`config.mk`:
```
export PLATFORM = sky130hd
export DESIGN_NAME = hex_display_scanner
export DESIGN_NICKNAME = d
export VERILOG_FILES = /design/src/rtl/hex_display_scanner.sv
export SDC_FILE = /design/constraint.sdc
export NUM_CORES = 1
export LEC_CHECK = 0
export BUFFER_PORTS_ARGS = -buffer_cell sky130_fd_sc_hd__buf_2
export CORE_MARGIN = 2
export CORE_UTILIZATION = 55
export CTS_BUF_LIST = sky130_fd_sc_hd__clkbuf_8
export DETAILED_ROUTE_END_ITERATION = 16
export MAX_ROUTING_LAYER = met4
export PLACE_DENSITY = 0.85
export SYNTH_ARGS = -nofsm -noshare
export SYNTH_HDL_FRONTEND = slang
export SYNTH_SLANG_ARGS = --single-unit
```
`constraint.sdc`:
```
create_clock -name clk_100MHz -period 5.3 [get_ports clk_100MHz]
set_clock_uncertainty 0.05 [all_clocks]
set_input_delay 1.06 -clock clk_100MHz [delete_from_list [all_inputs] [get_ports clk_100MHz]]
set_output_delay 1.06 -clock clk_100MHz [all_outputs]
set_load 0.02 [all_outputs]
```
`src/rtl/hex_display_scanner.sv`:
```
// Time-multiplexed hex driver for a common-anode seven-segment display (all outputs active-low).
// Optional build macro HEX_DISPLAY_LEADING_ZERO_BLANK_EN suppresses leading zero digits.
module hex_display_scanner #(
    parameter int WIDTH       = 16,
    parameter int REFRESH_DIV = 100000,
    parameter int BLANK       = 1000
) (
    input  logic                 clk_100MHz,
    input  logic                 rst,
    input  logic [WIDTH-1:0]     value,
    output logic [WIDTH/4-1:0]   an,
    output logic [6:0]           seg,
    output logic                 dp
);

    localparam int DIGITS = WIDTH / 4;
    localparam int CNT_W  = $clog2(REFRESH_DIV);
    localparam int IDX_W  = (DIGITS > 1) ? $clog2(DIGITS) : 1;

    localparam logic [CNT_W-1:0] CNT_LAST  = CNT_W'(REFRESH_DIV - 1);
    localparam logic [CNT_W-1:0] CNT_BLANK = CNT_W'(BLANK);
    localparam logic [IDX_W-1:0] IDX_LAST  = IDX_W'(DIGITS - 1);

    logic [CNT_W-1:0]  cnt_q, cnt_d;
    logic [IDX_W-1:0]  idx_q, idx_d;
    logic [WIDTH-1:0]  snap_q, snap_d;
    logic [DIGITS-1:0] an_q, an_d;
    logic [6:0]        seg_q, seg_d;

    logic [DIGITS-1:0] lead_zero;
    logic [3:0]        digit;
    logic              show;

    function automatic logic [6:0] hex_seg(input logic [3:0] d);
        case (d)
            4'h0: hex_seg = 7'b1000000;
            4'h1: hex_seg = 7'b1111001;
            4'h2: hex_seg = 7'b0100100;
            4'h3: hex_seg = 7'b0110000;
            4'h4: hex_seg = 7'b0011001;
            4'h5: hex_seg = 7'b0010010;
            4'h6: hex_seg = 7'b0000010;
            4'h7: hex_seg = 7'b1111000;
            4'h8: hex_seg = 7'b0000000;
            4'h9: hex_seg = 7'b0010000;
            4'hA: hex_seg = 7'b0001000;
            4'hB: hex_seg = 7'b0000011;
            4'hC: hex_seg = 7'b1000110;
            4'hD: hex_seg = 7'b0100001;
            4'hE: hex_seg = 7'b0000110;
            default: hex_seg = 7'b0001110;
        endcase
    endfunction

    // value is captured only on the last cycle of a frame, so a frame never mixes two values.
    always_comb begin
        cnt_d  = cnt_q + CNT_W'(1);
        idx_d  = idx_q;
        snap_d = snap_q;
        if (cnt_q == CNT_LAST) begin
            cnt_d = '0;
            if (idx_q == IDX_LAST) begin
                idx_d  = '0;
                snap_d = value;
            end else begin
                idx_d = idx_q + IDX_W'(1);
            end
        end
    end

`ifdef HEX_DISPLAY_LEADING_ZERO_BLANK_EN
    logic upper_zero;

    // A digit is leading-zero when it and every digit above it are zero; digit 0 is never suppressed.
    always_comb begin
        lead_zero  = '0;
        upper_zero = 1'b1;
        for (int k = DIGITS - 1; k >= 1; k--) begin
            upper_zero   = upper_zero & (snap_q[4*k +: 4] == 4'h0);
            lead_zero[k] = upper_zero;
        end
    end
`else
    assign lead_zero = '0;
`endif

    always_comb begin
        an_d  = '1;
        seg_d = 7'b1111111;
        digit = 4'h0;
        show  = 1'b0;
        for (int k = 0; k < DIGITS; k++) begin
            if (idx_q == IDX_W'(k)) begin
                digit = snap_q[4*k +: 4];
                show  = (cnt_q >= CNT_BLANK) && !lead_zero[k];
                if (show) begin
                    an_d[k] = 1'b0;
                end
            end
        end
        if (show) begin
            seg_d = hex_seg(digit);
        end
    end

    always_ff @(posedge clk_100MHz) begin
        if (rst) begin
            cnt_q  <= '0;
            idx_q  <= '0;
            snap_q <= '0;
            an_q   <= '1;
            seg_q  <= 7'b1111111;
        end else begin
            cnt_q  <= cnt_d;
            idx_q  <= idx_d;
            snap_q <= snap_d;
            an_q   <= an_d;
            seg_q  <= seg_d;
        end
    end

    assign an  = an_q;
    assign seg = seg_q;
    assign dp  = 1'b1;

endmodule

```
==> impl_metrics.env, run 1 <==
export IMPL_h_tree_depth=2
export IMPL_drtPass1Iterations=4
export IMPL_die_area_um2=4613
export IMPL_cp_cell_sequence="ha_1, a211oi_2, a211oi_2, inv_1, ha_1, a21oi_1, o31a_1"
export IMPL_p_leak_uw=0.001081
export IMPL_grtUsageMet2=0.3265
export IMPL_synth_seq_area_share=0.4098
export IMPL_crit_family="adder cells"
export IMPL_cts_buffers=5
export IMPL_max_freq_mhz=404.6
export IMPL_crit_path_start_kind="flip-flop"
export IMPL_p_int_uw=441.0
export IMPL_worstSetupEndpointType="flip-flop"
export IMPL_use_met3=0.05757
export IMPL_drive_gt1_frac=0.1877
export IMPL_status="finished, final reports clean"
export IMPL_clkTransAtPathRegs_ns=0.08
export IMPL_grtUsageMet1=0.2371
export IMPL_grt_total_usage=0.2008
export IMPL_cts_hold_buffers=0
export IMPL_vias=1687
export IMPL_reg2reg_setup_slack_ns=2.83
export IMPL_synthCells=235
export IMPL_sequentialPowerShare=0.623
export IMPL_synth_area_um2=2247
export IMPL_dp_hpwl_mm=2.948
export IMPL_drt_wl_total_mm=4.124
export IMPL_cts_tree="built"
export IMPL_cts_resized=0
export IMPL_ys_seq_elements=46
export IMPL_tns_ns=0
export IMPL_max_slew_margin=0.5765
export IMPL_critPathArrivalTime_ns=2.61
export IMPL_die_w_um=67.92
export IMPL_power_density_nw_per_um2=228.0
export IMPL_clk_latency_ns=0.30
export IMPL_coreArea_um2=3971
export IMPL_min_period_ns=2.471
export IMPL_r2r_start="idx_q[0]"
export IMPL_rsz0062_at_grt="no"
export IMPL_crit_slowest_cell="ha_1"
export IMPL_drv_slew=0
export IMPL_area_growth_pct=9.521
export IMPL_nets=291
export IMPL_finalHoldViolCount=0
export IMPL_grt_pass1_vias=1502
export IMPL_p_comb_frac=0.028
export IMPL_ant_nets=0
export IMPL_via_per_inst=5.424
export IMPL_yosys_warnings=0
export IMPL_initial_core_util=0.5658
export IMPL_clock_root_buffer="clkbuf_8"
export IMPL_synth_top_area_share=0.4098
export IMPL_synth_area_leader_cell="dfxtp_1"
export IMPL_worstPathMaxFanout=13
export IMPL_critPathMaxStageDelay_ns=0.55
export IMPL_die_y_um=67.92
export IMPL_fin_crit_sh=0.4663
export IMPL_seq_area_um2=920.9
export IMPL_synth_common_cells="dfxtp_1, nor2_1, mux2i_1, nand2_1, ha_1"
export IMPL_synth_edf_count=0
export IMPL_drt_iter0_drc=108
export IMPL_busiest_layer="met2"
export IMPL_setup_viol=0
export IMPL_grt_pass1_wl_mm=6.755
export IMPL_worst_slew_pin_slew_ns=0.6352
export IMPL_place_gp_congestion=0.8468
export IMPL_grt_max_degree=22
export IMPL_n_antenna_cell=0
export IMPL_synth_cell_types=50
export IMPL_peakVddDrop_mv=0.1567
export IMPL_rr_worst_depth=7
export IMPL_port_buffers=28
export IMPL_min_from="cnt_q[0]"
export IMPL_antenna_found_initial=0
export IMPL_cts_buffer_depth=2
export IMPL_cp_required_ns=5.44
export IMPL_syn_avg_cell_area_um2=9.562
export IMPL_hold_end="cnt_q[0]"
export IMPL_ioPinCount=30
export IMPL_cap_viol_max_count=0
export IMPL_swShare=0.2139
export IMPL_nFillCells=339
export IMPL_synth_nets=265
export IMPL_routedWlPerCell_um=13.26
export IMPL_p_sw_uw=120.0
export IMPL_synth_most_common_cell="dfxtp_1"
export IMPL_drc_errors=0
export IMPL_rows=23
export IMPL_clockPowerShare=0.350
export IMPL_multiInputGateArea_um2=1227
export IMPL_finish_utilization=0.6197
export IMPL_path_class="reg2reg"
export IMPL_hold_class="reg2reg"
export IMPL_clkSinkCount=46
export IMPL_final_cells=311
export IMPL_cts_post_setup_buffers_inserted=0
export IMPL_grt_remaining_overflow=0
export IMPL_synth_area_top_cells="dfxtp_1, mux2i_1, ha_1"
export IMPL_synthFlopType="dfxtp_1"
export IMPL_timing_rr_end="seg[3]"
export IMPL_crit_buf_inv=1
export IMPL_async_flop_share=0
export IMPL_place_inst=304
export IMPL_holdPathStages=1
[cell type report]
type                    count  area share
repair buffers             28     0.05694
flip-flops and latches     46      0.3742
inverters                   9     0.01373
clock buffers               5     0.02796
clock inverters             2    0.003050
well taps                  50     0.02542
multi-input cells         171      0.4987
[layer usage]
layer	wire length, um	vias to the layer above
met1	1862	788
met3	158	6
met5	0	-
met4	61	0
met2	2042	42
li1	-	851
[worst max-delay path by stage]
stage,start,end,slack (ns),depth (start not counted)
2_1_floorplan,idx_q[0],seg[5],3.21,10
3_3_place_gp,idx_q[0],seg[5],2.95,9
3_5_place_dp,idx_q[0],seg[1],2.89,6
4_1_cts,idx_q[0],seg[1],2.86,6
5_1_grt,idx_q[0],seg[5],2.69,9
6_report,idx_q[0],seg[3],2.83,7
[registers in the layout, summed over array words and instances (netlist names)]
name and count:
cnt_q 17, snap_q 16, seg 7, an 4, idx_q 2
[placed cells by master (no fill, tap or decap), drive strengths merged, types with 3 or more instances in the layout]
master,Yosys,final
a211oi,3,3
a21oi,8,8
and2,4,4
and4,3,3
buf,7,28
clkbuf,2,5
dfxtp,46,46
ha,12,12
inv,9,11
mux2i,17,17
nand2,18,18
nand3,6,6
nand3b,3,3
nand4,4,4
nor2,40,40
nor2b,5,5
nor3,4,4
nor3b,3,3
o21ai,5,5
xnor2,6,6
xor2,9,9
[metrics by stage]
stage / power (uW) / worst slack [ns] / hold slack (ns) / area (um^2)
6_report: 561.1 / 2.829 / 0.4271 / 2461
5_1_grt: 585.1 / 2.686 / 0.4645 / 2461
4_1_cts: 563.8 / 2.864 / 0.4324 / 2461
3_5_place_dp: 373.0 / 2.887 / 0.4139 / 2385
3_3_place_gp: 372.6 / 2.948 / 0.4119 / 2385
2_1_floorplan: 366.4 / 3.206 / 0.3915 / 2247
[kinds of logic after synthesis]
family / count (synthesis) / share of synthesized area
and+or+nand+nor: 99 / 0.2472
DFF: 46 / 0.4098
xor gates and xnor gates: 15 / 0.05847
buffers and inverters: 18 / 0.04398
AOI/OAI and AO/OA: 27 / 0.09633
adders and majority gates: 12 / 0.06681
other: 1 / 0.001669
muxes: 17 / 0.07572
[power by group through the flow]
stage                     clock network (uW)  logic (uW)  registers, uW
final                                    196        15.5            349
after global routing                     218        17.3            350
after CTS                                199        15.6            349
after detailed placement                   0        15.5            358
after global placement                     0        15.1            357
after floorplan                            0        9.29            357
[worst register-to-register path: cells and delay by family (launching register included)]
family,cells,cell delay [ns]
adders and majority gates,2,0.90
AOI/OAI and AO/OA,4,0.84
DFF,1,0.40
buffers and inverters,1,0.18
Note: power is estimated with default switching activity, not from simulation.
==> inputs of run 2 (changes only) <==
Clock period 5.3 ns to 2.4 ns, I/O delays scaled along.
==> impl_metrics.env, run 2 (synthesis results as in run 1) <==
export IMPL_status="finished, final reports clean"
export IMPL_rsz0062_at_grt="no"
export IMPL_place_gp_congestion=0.8679
export IMPL_cp_startpoint="idx_q[0]"
export IMPL_finish_utilization=0.6352
export IMPL_cts_hold_buffers=0
export IMPL_port_buffers=28
export IMPL_crit_buf_inv=1
export IMPL_fin_crit_sh=0.9228
export IMPL_peakVddDrop_mv=0.2563
export IMPL_worstSetupEndpointType="flip-flop"
export IMPL_grt_total_usage=0.1975
export IMPL_top_register="cnt_q"
export IMPL_setup_viol=0
export IMPL_vias=1656
export IMPL_area_growth_pct=12.25
export IMPL_cts_tree="built"
export IMPL_max_freq_mhz=451.5
export IMPL_nets=294
export IMPL_p_leak_uw=0.001104
export IMPL_clkSinkCount=46
export IMPL_final_common_cell="dfxtp_1"
export IMPL_cap_viol_max_count=0
export IMPL_clock_root_buffer="clkbuf_8"
export IMPL_initial_core_util=0.5658
export IMPL_min_from="value[1]"
export IMPL_multiInputGateArea_um2=1232
export IMPL_seq_area_um2=920.9
export IMPL_grt_remaining_overflow=0
export IMPL_grt_pass1_wl_mm=6.720
export IMPL_path_class="reg2reg"
export IMPL_cp_cell_sequence="inv_1, ha_1, nor2b_1, o21ai_0, nand2_2, ha_1, nor2_1, a21oi_1, o31a_1"
export IMPL_drtPass1Iterations=4
export IMPL_crit_path_start_kind="flip-flop"
export IMPL_cts_buffer_depth=2
export IMPL_die_w_um=67.92
export IMPL_holdPathStages=3
export IMPL_via_per_inst=5.257
export IMPL_reg2reg_setup_slack_ns=0.19
export IMPL_h_tree_depth=2
export IMPL_critPathArrivalTime_ns=2.36
export IMPL_grt_max_degree=22
export IMPL_drt_iter0_drc=65
export IMPL_die_y_um=67.92
export IMPL_ant_nets=0
export IMPL_tns_ns=0
export IMPL_rows=23
export IMPL_clk_latency_ns=0.30
export IMPL_nFillCells=323
export IMPL_finalHoldViolCount=0
export IMPL_routedWlPerCell_um=12.58
export IMPL_drv_slew=0
export IMPL_dp_hpwl_mm=2.924
export IMPL_hold_class="in2reg"
export IMPL_n_antenna_cell=0
export IMPL_timing_rr_end="seg[3]"
export IMPL_crit_slowest_cell="dfxtp_1"
export IMPL_critPathMaxStageDelay_ns=0.40
export IMPL_die_area_um2=4613
export IMPL_crit_family="adder cells"
export IMPL_drc_errors=0
export IMPL_drive_gt1_frac=0.2151
export IMPL_drt_wl_total_mm=3.963
export IMPL_rr_worst_depth=9
export IMPL_clkTransAtPathRegs_ns=0.08
export IMPL_grt_pass1_vias=1556
export IMPL_antenna_found_initial=0
export IMPL_mostFrequentLayoutCells="dfxtp_1, nor2_1, buf_2, mux2i_1, nand2_1"
export IMPL_largest_register_ffs=17
export IMPL_cp_required_ns=2.54
export IMPL_coreArea_um2=3971
export IMPL_cts_buffers=5
export IMPL_worst_slew_pin_slew_ns=0.5484
export IMPL_power_density_nw_per_um2=533.8
export IMPL_hold_end="snap_q[1]"
export IMPL_worstPathMaxFanout=7
export IMPL_min_period_ns=2.215
export IMPL_ioPinCount=30
export IMPL_path_common_cell="ha_1"
export IMPL_max_slew_margin=0.6344
export IMPL_r2r_start="idx_q[0]"
-- run 2: per-stage QoR --
step / total power, uW / instances / area, um^2 / hold slack [ns] / setup WS, ns
after floorplan: 809.0 / 235 / 2247 / 0.3915 / 0.3055
after global placement: 824.0 / 307 / 2407 / 0.4088 / 0.2391
after detailed placement: 825.0 / 307 / 2407 / 0.4164 / 0.1165
after CTS: 1355 / 315 / 2517 / 0.3589 / 0.07933
after global routing: 1384 / 315 / 2522 / 0.3827 / 0.006762
final: 1346 / 315 / 2522 / 0.3595 / 0.1853
-- run 2: what timing repair did --
action                     CTS  global route
buffers inserted             0             0
gates resized for setup      0             2
setup endpoints to repair    0             4
-- run 2: final cells by class --
class,count,share of cell area
multi-input combinational,171,0.4886
sequential,46,0.3651
timing repair buffer,31,0.06448
clock buffer,8,0.04365
tap,50,0.02480
inverter,9,0.01339
-- run 2: power by group --
part | internal, uW | total (uW) | leakage [uW] | switching (uW)
Combinational | 16.3 | 35.3 | 0.000675 | 19.0
Clock | 291 | 540 | 0.0000575 | 249
Sequential | 767 | 771 | 0.000371 | 4.87
-- run 2: layer usage --
metal | share of wire | wire length [um] | global-route usage
met4 | 0.016 | 65 | 0.08250
met2 | 0.48 | 1894 | 0.3240
met1 | 0.47 | 1858 | 0.2330
met3 | 0.036 | 144 | 0.04441
met5 | 0 | 0 | -
-- run 2: worst register-to-register path: stages (launching register included) --
cell and delay, ns:
dfxtp_1 0.40, inv_1 0.08, ha_1 0.30, nor2b_1 0.17, o21ai_0 0.26, nand2_2 0.14
ha_1 0.28, nor2_1 0.12, a21oi_1 0.05, o31a_1 0.25
-- run 2: how the worst max path moves through the flow --
stage / end / cells past startpoint
2_1_floorplan: seg[5] / 10
4_1_cts: seg[5] / 8
5_1_grt: seg[3] / 8
3_5_place_dp: seg[5] / 8
3_3_place_gp: seg[5] / 8
6_report: seg[3] / 9
==> inputs of run 3 (changes only) <==
Settings changed: ABC_AREA set to 1, PLACE_DENSITY 0.85 to 0.84.
==> impl_metrics.env, run 3 <==
export IMPL_clkSinkCount=46
export IMPL_h_tree_depth=2
export IMPL_largest_register_ffs=17
export IMPL_wl_met1_mm=2.582
export IMPL_die_w_um=71.79
export IMPL_cts_hold_buffers=0
export IMPL_cts_buffer_depth=2
export IMPL_area_growth_pct=12.18
export IMPL_clkTransAtPathRegs_ns=0.08
export IMPL_ant_nets=0
export IMPL_die_area_um2=5154
export IMPL_synth_area_um2=2527
export IMPL_grt_pass1_vias=2167
export IMPL_synthCells=388
export IMPL_clk_latency_ns=0.30
export IMPL_power_density_nw_per_um2=485.7
export IMPL_synth_edf_count=0
export IMPL_cp_required_ns=2.55
export IMPL_met2_length_mm=2.462
export IMPL_setup_viol=0
export IMPL_place_inst=465
export IMPL_synth_nets=418
export IMPL_cap_viol_max_count=0
export IMPL_drtPass1Iterations=5
export IMPL_setup_slack_ns=0.2492
export IMPL_drv_slew=0
export IMPL_coreArea_um2=4384
export IMPL_drt_iter0_drc=128
export IMPL_synthFlopType="dfxtp_1"
export IMPL_status="finished, final reports clean"
export IMPL_grt_total_usage=0.2379
export IMPL_p_leak_uw=0.001287
export IMPL_die_y_um=71.79
export IMPL_finish_utilization=0.6467
export IMPL_path_class="reg2reg"
export IMPL_crit_path_start_kind="flip-flop"
export IMPL_min_period_ns=2.151
export IMPL_top_layer="met4"
export IMPL_place_gp_congestion=0.9143
export IMPL_grt_remaining_overflow=0
export IMPL_synth_common_cells="nand2_1, inv_1, nor2_1, dfxtp_1, nand3_1"
export IMPL_nFillCells=384
export IMPL_drive_gt1_frac=0.1211
export IMPL_cts_buffers=5
export IMPL_syn_avg_cell_area_um2=6.514
export IMPL_drc_errors=0
export IMPL_final_cells=473
export IMPL_ys_seq_elements=46
export IMPL_critPathArrivalTime_ns=2.30
export IMPL_vias=2357
export IMPL_ioPinCount=30
export IMPL_top_register="cnt_q"
export IMPL_synth_area_leader_cell="dfxtp_1"
export IMPL_hold_class="in2reg"
export IMPL_synth_most_common_cell="nand2_1"
export IMPL_port_buffers=28
export IMPL_fin_crit_sh=0.8962
export IMPL_finalHoldViolCount=0
export IMPL_worstSetupEndpointType="flip-flop"
export IMPL_synth_cell_types=29
export IMPL_cts_resized=0
export IMPL_max_freq_mhz=464.9
export IMPL_final_common_cell="nand2_1"
export IMPL_via_per_inst=4.983
export IMPL_nets=450
export IMPL_grt_pass1_wl_mm=9.556
export IMPL_drt_wl_total_mm=5.348
export IMPL_tns_ns=0
export IMPL_cts_tree="built"
export IMPL_n_antenna_cell=0
export IMPL_peakVddDrop_mv=0.1996
export IMPL_clock_root_buffer="clkbuf_8"
export IMPL_synth_seq_area_share=0.3644
export IMPL_rows=24
export IMPL_worstPathMaxFanout=8
export IMPL_grt_max_degree=20
export IMPL_met3WireLength_um=247
export IMPL_initial_core_util=0.5765
export IMPL_mostFrequentLayoutCells="nand2_1, inv_1, nor2_1, dfxtp_1, buf_2"
export IMPL_dp_hpwl_mm=3.902
export IMPL_routedWlPerCell_um=11.31
export IMPL_cts_post_setup_buffers_inserted=0
export IMPL_yosys_warnings=0
export IMPL_synth_top_area_share=0.3644
export IMPL_antenna_found_initial=0
export IMPL_async_flop_share=0
export IMPL_rsz0062_at_grt="no"
export IMPL_synth_area_top_cells="dfxtp_1, nand2_1, inv_1"
export IMPL_post_place_ws_ns=0.3055
[run 3: final timing paths]
kind	from	end	slack [ns]	depth (start not counted)
worst max-delay path	idx_q[0]	seg[1]	0.25	11
worst min-delay path	rst	an[2]	0.41	3
worst max register to register	idx_q[0]	seg[1]	0.25	11
worst min register to register	cnt_q[15]	cnt_q[15]	0.43	2
[run 3: critical path: stages (launching register included)]
cell and delay, ns:
dfxtp_1 0.42, inv_1 0.09, ha_1 0.30, inv_1 0.13
nand3_1 0.08, a21boi_0 0.21, inv_1 0.16, ha_1 0.31
nand2_1 0.10, nor2_1 0.05, nor2_1 0.09, nand2_1 0.06
[run 3: cells by family (layout without fill, tap and decap cells)]
| logic type | after synthesis | in the layout | share of synthesized area |
|---|---|---|---|
| simple gates | 215 | 215 | 0.3797 |
| buf+inv | 89 | 122 | 0.1396 |
| flops | 46 | 46 | 0.3644 |
| compound gates | 23 | 23 | 0.04851 |
| fa+ha+maj | 12 | 12 | 0.05940 |
| xor+xnor | 2 | 2 | 0.006932 |
| other cells | 1 | 1 | 0.001484 |
[run 3: area by class of cell]
type / count / area, um^2 / share of cell area
Timing Repair Buffer: 35 / 192.7 / 0.06796
Inverter: 79 / 296.5 / 0.1046
Sequential cell: 46 / 920.9 / 0.3248
Clock inverter: 3 / 37.54 / 0.01324
Tap cell: 52 / 65.06 / 0.02295
Multi-Input combinational cell: 253 / 1254 / 0.4422
Clock buffer: 5 / 68.82 / 0.02427
[run 3: routing by layer]
metal / vias up / GRT usage
li1: 1261 / -
met5: - / -
met4: 0 / 0.06709
met1: 1040 / 0.3184
met2: 52 / 0.3642
met3: 4 / 0.05063
[run 3: power breakdown]
part           switching, uW  internal, uW  total, uW  leakage (uW)
Combinational           26.4          20.4       46.8      0.000855
Sequential              4.35           767        771      0.000371
Clock                    256           303        560     0.0000607
[run 3: through the flow]
step | hold slack, ns | power [uW] | area [um^2]
after floorplan | 0.3913 | 817.3 | 2527
after global placement | 0.4095 | 834.0 | 2729
after detailed placement | 0.4225 | 835.7 | 2729
after CTS | 0.4066 | 1385 | 2835
after global routing | 0.4259 | 1425 | 2835
final | 0.4150 | 1377 | 2835
